## config.mk

```make
export PLATFORM = sky130hd
export DESIGN_NAME = vga_timing_gen
export DESIGN_NICKNAME = d
export VERILOG_FILES = /design/src/rtl/vga_pkg.sv /design/src/rtl/vga_axis_counter.sv /design/src/rtl/vga_timing_gen.sv
export SDC_FILE = /design/constraint.sdc
export NUM_CORES = 1
export LEC_CHECK = 0
export CORE_ASPECT_RATIO = 0.7
export CORE_MARGIN = 1
export CORE_UTILIZATION = 40
export DETAILED_ROUTE_END_ITERATION = 8
export PLACE_DENSITY_LB_ADDON = 0.1
export SLEW_MARGIN = 20
export SYNTH_ARGS = -nofsm -noshare
export SYNTH_HDL_FRONTEND = slang
export SYNTH_SLANG_ARGS = --single-unit
```

## constraint.sdc

```tcl
create_clock -name clk -period 6.8 [get_ports clk]
set_input_delay 1.7 -clock clk [delete_from_list [all_inputs] [get_ports clk]]
set_output_delay 1.7 -clock clk [all_outputs]
set_load 0.005 [all_outputs]
```

## src/rtl/vga_pkg.sv

```systemverilog
// vga_pkg -- shared timing constants and types for the VGA raster slice.
//
// Holds the 640x480@60 Hz timing numbers (sync-first counter convention),
// the snake grid geometry and the raster-position struct used by the
// pixel pipeline. Optional cell-coordinate logic is enabled elsewhere by
// the VGA_CELL_COORD_EN macro.
package vga_pkg;

  // Horizontal timing in pixel clocks.
  localparam int VGA_H_TOTAL     = 800;
  localparam int VGA_H_SYNC      = 96;
  localparam int VGA_H_VIS_START = 144;
  localparam int VGA_H_VIS_END   = 784;

  // Vertical timing in lines.
  localparam int VGA_V_TOTAL     = 525;
  localparam int VGA_V_SYNC      = 2;
  localparam int VGA_V_VIS_START = 35;
  localparam int VGA_V_VIS_END   = 515;

  // System clocks per pixel (100 MHz -> 25 MHz).
  localparam int VGA_CLK_DIV     = 4;

  // Grid geometry: 640/10 x 480/10 cells.
  localparam int VGA_CELL_PX     = 10;
  localparam int VGA_GRID_W      = 64;
  localparam int VGA_GRID_H      = 48;

  localparam int COUNT_W         = 10;
  localparam int CELL_W          = 7;

  typedef struct packed {
    logic [COUNT_W-1:0] hCount;
    logic [COUNT_W-1:0] vCount;
    logic               bright;
  } raster_pos_t;

  // Number of bits needed to hold 0..n-1 (at least one bit).
  function automatic int counterWidth(input int n);
    return (n > 1) ? $clog2(n) : 1;
  endfunction

endpackage

```

## src/rtl/vga_axis_counter.sv

```systemverilog
// vga_axis_counter -- one raster axis (horizontal or vertical).
//
// Counts 0..TOTAL-1 on each advance strobe and wraps to 0. The sync and
// visible decodes are registered from the next count value, so they change
// on the same edge as the count and always describe the value on `count`.
//
// Ports:
//   clk      in   system clock
//   reset    in   synchronous, active-high
//   advance  in   step the counter this clock
//   count    out  current position, 0..TOTAL-1
//   sync     out  active-low sync (low for count 0..SYNC-1)
//   visible  out  high for VIS_START <= count < VIS_END
//   wrap     out  combinational: the count wraps to 0 on the coming edge
module vga_axis_counter
  import vga_pkg::*;
#(
  parameter int TOTAL     = VGA_H_TOTAL,
  parameter int SYNC      = VGA_H_SYNC,
  parameter int VIS_START = VGA_H_VIS_START,
  parameter int VIS_END   = VGA_H_VIS_END
) (
  input  logic               clk,
  input  logic               reset,
  input  logic               advance,
  output logic [COUNT_W-1:0] count,
  output logic               sync,
  output logic               visible,
  output logic               wrap
);

  localparam logic [COUNT_W-1:0] LAST    = COUNT_W'(TOTAL - 1);
  localparam logic [COUNT_W-1:0] SYNC_W  = COUNT_W'(SYNC);
  localparam logic [COUNT_W-1:0] VIS_LO  = COUNT_W'(VIS_START);
  localparam logic [COUNT_W-1:0] VIS_HI  = COUNT_W'(VIS_END);

  logic [COUNT_W-1:0] countReg;
  logic [COUNT_W-1:0] countNext;
  logic               syncReg;
  logic               visibleReg;

  assign wrap = advance && (countReg == LAST);

  always_comb begin
    countNext = countReg;
    if (advance) begin
      countNext = wrap ? '0 : countReg + COUNT_W'(1);
    end
  end

  // Decodes are taken from countNext so they land on the same edge as the
  // count itself (no one-pixel skew).
  always_ff @(posedge clk) begin
    if (reset) begin
      countReg   <= '0;
      syncReg    <= 1'b0;
      visibleReg <= 1'b0;
    end else begin
      countReg   <= countNext;
      syncReg    <= (countNext >= SYNC_W);
      visibleReg <= (countNext >= VIS_LO) && (countNext < VIS_HI);
    end
  end

  assign count   = countReg;
  assign sync    = syncReg;
  assign visible = visibleReg;

endmodule

```

## src/rtl/vga_timing_gen.sv

```systemverilog
// vga_timing_gen -- 640x480@60 Hz VGA raster timing from the system clock.
//
// A prescaler produces a one-clock pix_en strobe every CLK_DIV clocks; the
// horizontal and vertical axis counters advance on it. hSync/vSync/bright
// and the cell coordinates are registered alongside the counters so they
// always match the hCount/vCount currently presented.
//
// Optional feature: define VGA_CELL_COORD_EN to build the divider-free
// grid-cell counters (cellX/cellY). Without it cellX/cellY are tied to 0.
//
// Ports:
//   clk         in   system clock (100 MHz)
//   reset       in   synchronous, active-high
//   pix_en      out  one-clock strobe every CLK_DIV clocks
//   hCount      out  horizontal count, 0..H_TOTAL-1
//   vCount      out  vertical count, 0..V_TOTAL-1
//   hSync       out  active-low horizontal sync
//   vSync       out  active-low vertical sync
//   bright      out  high inside the visible window
//   line_tick   out  one-clock pulse when hCount becomes 0
//   frame_tick  out  one-clock pulse when (hCount,vCount) becomes (0,0)
//   cellX       out  visible column / CELL_PX
//   cellY       out  visible row / CELL_PX
module vga_timing_gen
  import vga_pkg::*;
#(
  parameter int CLK_DIV     = VGA_CLK_DIV,
  parameter int H_TOTAL     = VGA_H_TOTAL,
  parameter int H_SYNC      = VGA_H_SYNC,
  parameter int H_VIS_START = VGA_H_VIS_START,
  parameter int H_VIS_END   = VGA_H_VIS_END,
  parameter int V_TOTAL     = VGA_V_TOTAL,
  parameter int V_SYNC      = VGA_V_SYNC,
  parameter int V_VIS_START = VGA_V_VIS_START,
  parameter int V_VIS_END   = VGA_V_VIS_END,
  parameter int CELL_PX     = VGA_CELL_PX
) (
  input  logic               clk,
  input  logic               reset,
  output logic               pix_en,
  output logic [COUNT_W-1:0] hCount,
  output logic [COUNT_W-1:0] vCount,
  output logic               hSync,
  output logic               vSync,
  output logic               bright,
  output logic               line_tick,
  output logic               frame_tick,
  output logic [CELL_W-1:0]  cellX,
  output logic [CELL_W-1:0]  cellY
);

  localparam int PRE_W = counterWidth(CLK_DIV);
  localparam logic [PRE_W-1:0] PRE_LAST = PRE_W'(CLK_DIV - 1);

  // Parameter sanity, checked in simulation only.
  always @(posedge clk) begin
    assert (CLK_DIV >= 1 && H_VIS_END <= H_TOTAL && V_VIS_END <= V_TOTAL);
  end

  // ---------------------------------------------------------------------
  // Prescaler. pix_en is registered so it is 0 in reset and first rises
  // CLK_DIV clocks after reset is released; with CLK_DIV=1 it then stays
  // high every clock.
  // ---------------------------------------------------------------------
  logic [PRE_W-1:0] prescalerReg;
  logic             pixEnReg;

  always_ff @(posedge clk) begin
    if (reset) begin
      prescalerReg <= '0;
      pixEnReg     <= 1'b0;
    end else begin
      pixEnReg     <= (prescalerReg == PRE_LAST);
      prescalerReg <= (prescalerReg == PRE_LAST) ? '0 : prescalerReg + PRE_W'(1);
    end
  end

  // ---------------------------------------------------------------------
  // Axis counters. The vertical axis steps once per horizontal wrap.
  // ---------------------------------------------------------------------
  logic [COUNT_W-1:0] hCountInt;
  logic [COUNT_W-1:0] vCountInt;
  logic               hSyncInt;
  logic               vSyncInt;
  logic               hVisible;
  logic               vVisible;
  logic               hWrap;
  logic               vWrap;

  vga_axis_counter #(
    .TOTAL     (H_TOTAL),
    .SYNC      (H_SYNC),
    .VIS_START (H_VIS_START),
    .VIS_END   (H_VIS_END)
  ) hAxis (
    .clk     (clk),
    .reset   (reset),
    .advance (pixEnReg),
    .count   (hCountInt),
    .sync    (hSyncInt),
    .visible (hVisible),
    .wrap    (hWrap)
  );

  vga_axis_counter #(
    .TOTAL     (V_TOTAL),
    .SYNC      (V_SYNC),
    .VIS_START (V_VIS_START),
    .VIS_END   (V_VIS_END)
  ) vAxis (
    .clk     (clk),
    .reset   (reset),
    .advance (hWrap),
    .count   (vCountInt),
    .sync    (vSyncInt),
    .visible (vVisible),
    .wrap    (vWrap)
  );

  // ---------------------------------------------------------------------
  // Ticks: registered on the edge where the counters wrap, so they are
  // high exactly while hCount (and vCount) read 0 for the first clock.
  // vWrap already implies hWrap, so frame_tick coincides with line_tick.
  // ---------------------------------------------------------------------
  logic lineTickReg;
  logic frameTickReg;

  always_ff @(posedge clk) begin
    if (reset) begin
      lineTickReg  <= 1'b0;
      frameTickReg <= 1'b0;
    end else begin
      lineTickReg  <= hWrap;
      frameTickReg <= vWrap;
    end
  end

  // ---------------------------------------------------------------------
  // Raster position bundle.
  // ---------------------------------------------------------------------
  raster_pos_t rasterPos;

  assign rasterPos.hCount = hCountInt;
  assign rasterPos.vCount = vCountInt;
  assign rasterPos.bright = hVisible && vVisible;

`ifdef VGA_CELL_COORD_EN
  // ---------------------------------------------------------------------
  // Cell coordinates without division. Each axis keeps a sub-counter of
  // 0..CELL_PX-1 that runs only while the axis is visible and the next
  // step stays visible; any other step (leaving, or approaching the start)
  // clears both the sub-counter and the cell index, so the index is 0
  // when the axis enters its visible region and holds 0 outside it.
  // Index 0 is horizontal (stepped by pix_en), index 1 is vertical
  // (stepped by each line wrap).
  // ---------------------------------------------------------------------
  localparam logic [COUNT_W-1:0] CELL_LAST = COUNT_W'(CELL_PX - 1);
  localparam logic [COUNT_W-1:0] H_LEAVE   = COUNT_W'(H_VIS_END - 1);
  localparam logic [COUNT_W-1:0] V_LEAVE   = COUNT_W'(V_VIS_END - 1);

  logic              axisAdvance [2];
  logic              axisVisible [2];
  logic              axisLeaving [2];
  logic [CELL_W-1:0] cellOut     [2];

  assign axisAdvance[0] = pixEnReg;
  assign axisAdvance[1] = hWrap;
  assign axisVisible[0] = hVisible;
  assign axisVisible[1] = vVisible;
  assign axisLeaving[0] = (hCountInt == H_LEAVE);
  assign axisLeaving[1] = (vCountInt == V_LEAVE);

  for (genvar gi = 0; gi < 2; gi++) begin : gCellAxis
    logic [COUNT_W-1:0] subReg;
    logic [CELL_W-1:0]  cellReg;

    always_ff @(posedge clk) begin
      if (reset) begin
        subReg  <= '0;
        cellReg <= '0;
      end else if (axisAdvance[gi]) begin
        if (axisVisible[gi] && !axisLeaving[gi]) begin
          if (subReg == CELL_LAST) begin
            subReg  <= '0;
            cellReg <= cellReg + CELL_W'(1);
          end else begin
            subReg  <= subReg + COUNT_W'(1);
          end
        end else begin
          subReg  <= '0;
          cellReg <= '0;
        end
      end
    end

    assign cellOut[gi] = cellReg;
  end

  assign cellX = cellOut[0];
  assign cellY = cellOut[1];
`else
  assign cellX = '0;
  assign cellY = '0;
`endif

  // ---------------------------------------------------------------------
  // Outputs.
  // ---------------------------------------------------------------------
  assign pix_en     = pixEnReg;
  assign hCount     = rasterPos.hCount;
  assign vCount     = rasterPos.vCount;
  assign bright     = rasterPos.bright;
  assign hSync      = hSyncInt;
  assign vSync      = vSyncInt;
  assign line_tick  = lineTickReg;
  assign frame_tick = frameTickReg;

endmodule

```

# Word level (Yosys, flattened, before mapping)
# Index checks and enable logic that the tools add are counted.
# word_totals
input_bits,2
latch_bits,0
out_inout_bits,40
reg_bits,29
word_cells,32
romBits,0
mem_bits_rw,0
mem_count,0
# op_classes
reduce_logical,6
n_addsub,3
div,0
magnitude_cmp,6
muxes,4
shift,0
multipliers,0
eq_ne,3
n_bitwise,0
# ops
operator,count
two-way mux 10 bit,4
"adder 10 x 1 -> 10 bit, second input constant",2
"== test 10 bit, second input constant",2
"less-than comparator 10 bit, second input constant",2
"greater-or-equal comparator 10 x 2 -> 1 bit, second input constant",1
"greater-or-equal comparator 10 x 6 -> 1 bit, second input constant",1
"greater-or-equal comparator 10 x 7 -> 1 bit, second input constant",1
"greater-or-equal comparator 10 x 8 -> 1 bit, second input constant",1
logical AND 1 bit,5
"adder 2 x 1 -> 2 bit, second input constant",1
"== test 2 bit, second input constant",1
OR reduction 2 bit,1

# Depth between registers and ports, before layout
# depth
ltp_word,7
depth_mapped,8
mapped_depth_nobuf,8

# By module
# A second synthesis with hierarchy kept.
# unflattened
hier_cells,186
hier_area_um2,1717.9
# by_module_without_submodules
mod,instances,cells_each,area_per_inst_um2,seq_area_each_um2
vga_axis_counter at hAxis,1,86,772.0,240.2
vga_axis_counter at vAxis,1,73,674.4,240.2
vga_timing_gen,1,27,271.5,100.1

# Least setup slack after synthesis
# OpenSTA, ideal clock, no wires.
# synth_timing
path_kind,reg-to-reg
from,"reg hAxis.countReg[0], in the netlist hAxis.count[0]"
to,"reg vAxis.visibleReg, in the netlist vAxis.visible"
setup_slack_ns,4.560
stages_incl_launch_ff,8
t_required_ns,6.726
path_buffers,0
setup_ns,0.074
synth_period_minus_slack_ns,2.240
arrival_ns,2.165
path_cell_list,dfxtp_1 ha_1 nand4_1 nor4b_4 nand3_1 or3_1 a2111o_1 a31oi_1
# synth_via
elab_chain_cells,7
word_cells_on_any_way,8
classes_between,2 x order compare; 1 x eq/ne; 2 x mux; 3 x reduce/logical
# synth_rtl
element,line_no,text
from (decl),vga_axis_counter.sv:37,logic [COUNT_W-1:0] countReg;
from (signal assigned),vga_axis_counter.sv:59,countReg <= countNext;
== test 10 bit *,vga_axis_counter.sv:42,assign wrap = advance && (countReg == LAST);
logical AND 1 bit *,vga_axis_counter.sv:42,
logical AND 1 bit,vga_axis_counter.sv:42,
two-way mux 10 bit,vga_axis_counter.sv:47,countNext = wrap ? '0 : countReg + COUNT_W'(1);
two-way mux 10 bit *,vga_axis_counter.sv:46,if (advance) begin
greater-or-equal comparator 10 x 6 -> 1 bit or less-than comparator 10 bit (tied branches),vga_axis_counter.sv:61,visibleReg <= (countNext >= VIS_LO) && (countNext < VIS_HI);
logical AND 1 bit *,vga_axis_counter.sv:61,
to (signal assigned),vga_axis_counter.sv:61,
to (decl),vga_axis_counter.sv:40,logic visibleReg;
# Mark *: on every way between the ends. The rest lies on a longest branch, timed or not.
# A chain may end at the register's enable or synchronous reset.

# Worst setup path after layout
# layout_timing
from,"reg hAxis.countReg[7], in the netlist hAxis.count[7]"
to,out hCount[7]
# layout_lines
element,line_no,text
to (decl),vga_timing_gen.sv:41,"output logic [COUNT_W-1:0] hCount,"
# No word-level cell between the ends.

==> flow_summary.json <==
{
  "ant_nets": 0,
  "place_hpwl_mm": 2.67,
  "cp.arrival_ps": 1420,
  "initial_core_util": 0.422,
  "grt_overflow": 0,
  "async_flop_share": 0,
  "grt_max_degree": 26,
  "area_growth_syn_to_layout_pct": 19.7,
  "max_freq_mhz": 321,
  "cap_violations": 0,
  "htreeDepth": 2,
  "yosys_warnings": 0,
  "rsz0062_at_grt": "no",
  "finalHoldViolations": 0,
  "worst_pin_slew_ps": 864,
  "antenna_found_initial": 0,
  "grt_pass1_wl_mm": 5.87,
  "first_iter_violations": 91,
  "cts_sinks": 29,
  "dr_total_vias": 1470,
  "slew_headroom": 0.422,
  "clock_skew_ps": 8.87,
  "ff2ff_path_depth": 7,
  "slew_viol_final": 0,
  "grt_pass1_vias": 1276,
  "post_cts_buffers": 0,
  "r2r-end": "vAxis.visible$_SDFF_PP0_",
  "synthCells": 198,
  "fin_crit_sh": 0.459,
  "busiest_layer": "met1",
  "fp.dieH_um": 56.0,
  "die_x_um": 79.1,
  "grt_use_total": 0.171,
  "cts-resized-gates": 0,
  "use_met2": 0.227,
  "die-area_um2": 4430,
  "cts_root_buf": "clkbuf_8",
  "synth_edf_count": 0,
  "setup_viol": 0,
  "route.detailed.drc": 0,
  "fillers": 389,
  "p_leak_uw": 0.000725,
  "drive_gt1_frac": 0.0588,
  "cts_tree": "done",
  "max_stage_delay_ps": 580,
  "clockBufferDepth": 2,
  "hold_path_class": "reg -> reg",
  "outcome": "finished, final reports clean",
  "synthFlopType": "dfxtp_1",
  "io_buffer_count": 27,
  "whs_endpoint": "prescalerReg[0]$_SDFF_PP0_",
  "wirelength_mm": 3.68,
  "hold_buffers": 0,
  "diodes": 0,
  "clk_pin_slew_ps": 60,
  "cts_buffers": 5,
  "design.core.area_um2": 3950,
  "ios": 42,
  "fin_ws_ps": 3680,
  "gr-usage-met3": 0.0623,
  "hold_path_startpoint": "prescalerReg[0]$_SDFF_PP0_",
  "ys_types": 48,
  "worstSkewPairLatency_ps": 270,
  "crit_cells": 1,
  "syn_avg_cell_area_um2": 8.40,
  "crit_family": "buffers and inverters",
  "rows": 19,
  "ys_seq_elements": 29,
  "syn_area_um2": 1660,
  "final.min_clock_period_ps": 3120,
  "crit_buf_inv": 1,
  "viasPerCell": 5.38,
  "end_kind": "primary output",
  "use_met1": 0.254,
  "required_ps": 5100,
  "dp_slack_ps": 3500,
  "whs_path_depth": 1,
  "crit_type": "reg -> out",
  "worstPathCellList": "clkdlybuf4s50_1",
  "p_per_area_nw_per_um2": 167,
  "ff2ff_setup_slack_ps": 3890,
  "peakVddDrop_mv": 0.125,
  "seq_area_frac_synth": 0.349,
  "wl_per_cell_um": 13.5,
  "finalNetCount": 226,
  "drtPass1Iterations": 4,
  "gp_congestion": 0.868,
  "critical_path_peak_fanout": 10,
  "r2r-start": "hAxis.count[0]$_SDFF_PP0_",
  "finalSetupTns_ps": 0,
  "critPathLaunchType": "flop",
  "cpMaxStageDelayCell": "clkdlybuf4s50_1"
}
[state kept, by name (all words and copies together) (netlist names)]
signal,count
hAxis.count,10
vAxis.count,10
prescalerReg,2
frame_tick,1
hAxis.sync,1
hAxis.visible,1
line_tick,1
pix_en,1
vAxis.sync,1
vAxis.visible,1
[power by group]
group | total [uW] | leakage (uW) | switching, uW | internal [uW]
registers | 173 | 0.000234 | 1.38 | 172
logic | 9.37 | 0.000436 | 5.82 | 3.55
clock network | 151 | 0.0000542 | 59.5 | 91.2
[cell usage after synthesis (all sizes together), types with 2 or more instances]
| cell | count | share of area |
|---|---|---|
| dfxtp | 29 | 0.35 |
| nor2 | 23 | 0.052 |
| buf | 18 | 0.079 |
| nand2 | 12 | 0.027 |
| nand3 | 12 | 0.036 |
| a21oi | 8 | 0.024 |
| clkbuf | 7 | 0.016 |
| nand4 | 7 | 0.030 |
| xnor2 | 7 | 0.037 |
| xor2 | 7 | 0.037 |
| and3 | 6 | 0.023 |
| nor3 | 6 | 0.018 |
| o21ai | 6 | 0.018 |
| a31oi | 4 | 0.015 |
| ha | 4 | 0.030 |
| and2 | 3 | 0.011 |
| inv | 3 | 0.0068 |
| nor4 | 3 | 0.011 |
| o31a | 3 | 0.016 |
| and3b | 2 | 0.011 |
| nand2b | 2 | 0.0075 |
| nor2b | 2 | 0.0075 |
| nor4b | 2 | 0.020 |
| or3 | 2 | 0.0075 |
[area by class of cell]
cell class / count / area [um^2] / area share
Clock buffer: 7 / 96.3 / 0.0484
Timing Repair Buffer: 27 / 270 / 0.136
Inverter: 3 / 11.3 / 0.00565
Clock inverter: 1 / 5.00 / 0.00251
Tap cell: 52 / 65.1 / 0.0327
Sequential cell: 29 / 581 / 0.291
Multi-Input combinational cell: 154 / 963 / 0.484
[per-layer routing]
layer	vias to the layer above	routed length [um]
li1	723	-
met5	-	0
met3	2	274
met2	66	1510
met1	679	1880
met4	0	8
[kinds of logic after synthesis]
logic type | Yosys count | share of synthesized area
and+or+nand+nor | 89 | 0.308
other | 1 | 0.00225
adders and majority gates | 4 | 0.0301
muxes | 1 | 0.00602
xor gates and xnor gates | 14 | 0.0737
AOI/OAI and AO/OA | 32 | 0.129
DFF | 29 | 0.349
buffers and inverters | 28 | 0.102
[cells in the final DEF, fill, tap and decap left out, types with 6 or more instances in the layout]
cell / Yosys / routed
a21oi_1: 8 / 8
and3_1: 6 / 6
clkbuf_8: 0 / 7
clkdlybuf4s50_1: 0 / 27
conb_1: 1 / 14
dfxtp_1: 29 / 29
nand2_1: 12 / 12
nand3_1: 12 / 12
nand4_1: 6 / 6
nor2_1: 23 / 23
nor3_1: 6 / 6
o21ai_0: 6 / 6
xnor2_1: 7 / 7
xor2_1: 7 / 7
[worst max path at each step]
stage / end / slack, ps / startpoint
after floorplan: vAxis.visible$_SDFF_PP0_ / 4560 / hAxis.count[0]$_SDFF_PP0_
after global placement: vAxis.count[3]$_SDFF_PP0_ / 3580 / reset
after detailed placement: vAxis.count[4]$_SDFF_PP0_ / 3500 / reset
after CTS: hCount[7] / 3670 / hAxis.count[7]$_SDFF_PP0_
after global routing: hCount[7] / 3600 / hAxis.count[7]$_SDFF_PP0_
final: hCount[7] / 3680 / hAxis.count[7]$_SDFF_PP0_
[per-stage QoR]
stage	instances	util	power [uW]	hold WS [ps]	area [um^2]
2_1_floorplan	211	-	189	408	1710
3_3_place_gp	265	0.479	186	415	1890
3_5_place_dp	265	0.479	186	434	1890
4_1_cts	273	0.505	338	443	1990
5_1_grt	273	0.505	350	475	1990
6_report	273	0.505	333	441	1990
Power figures use the tool's default switching activity.
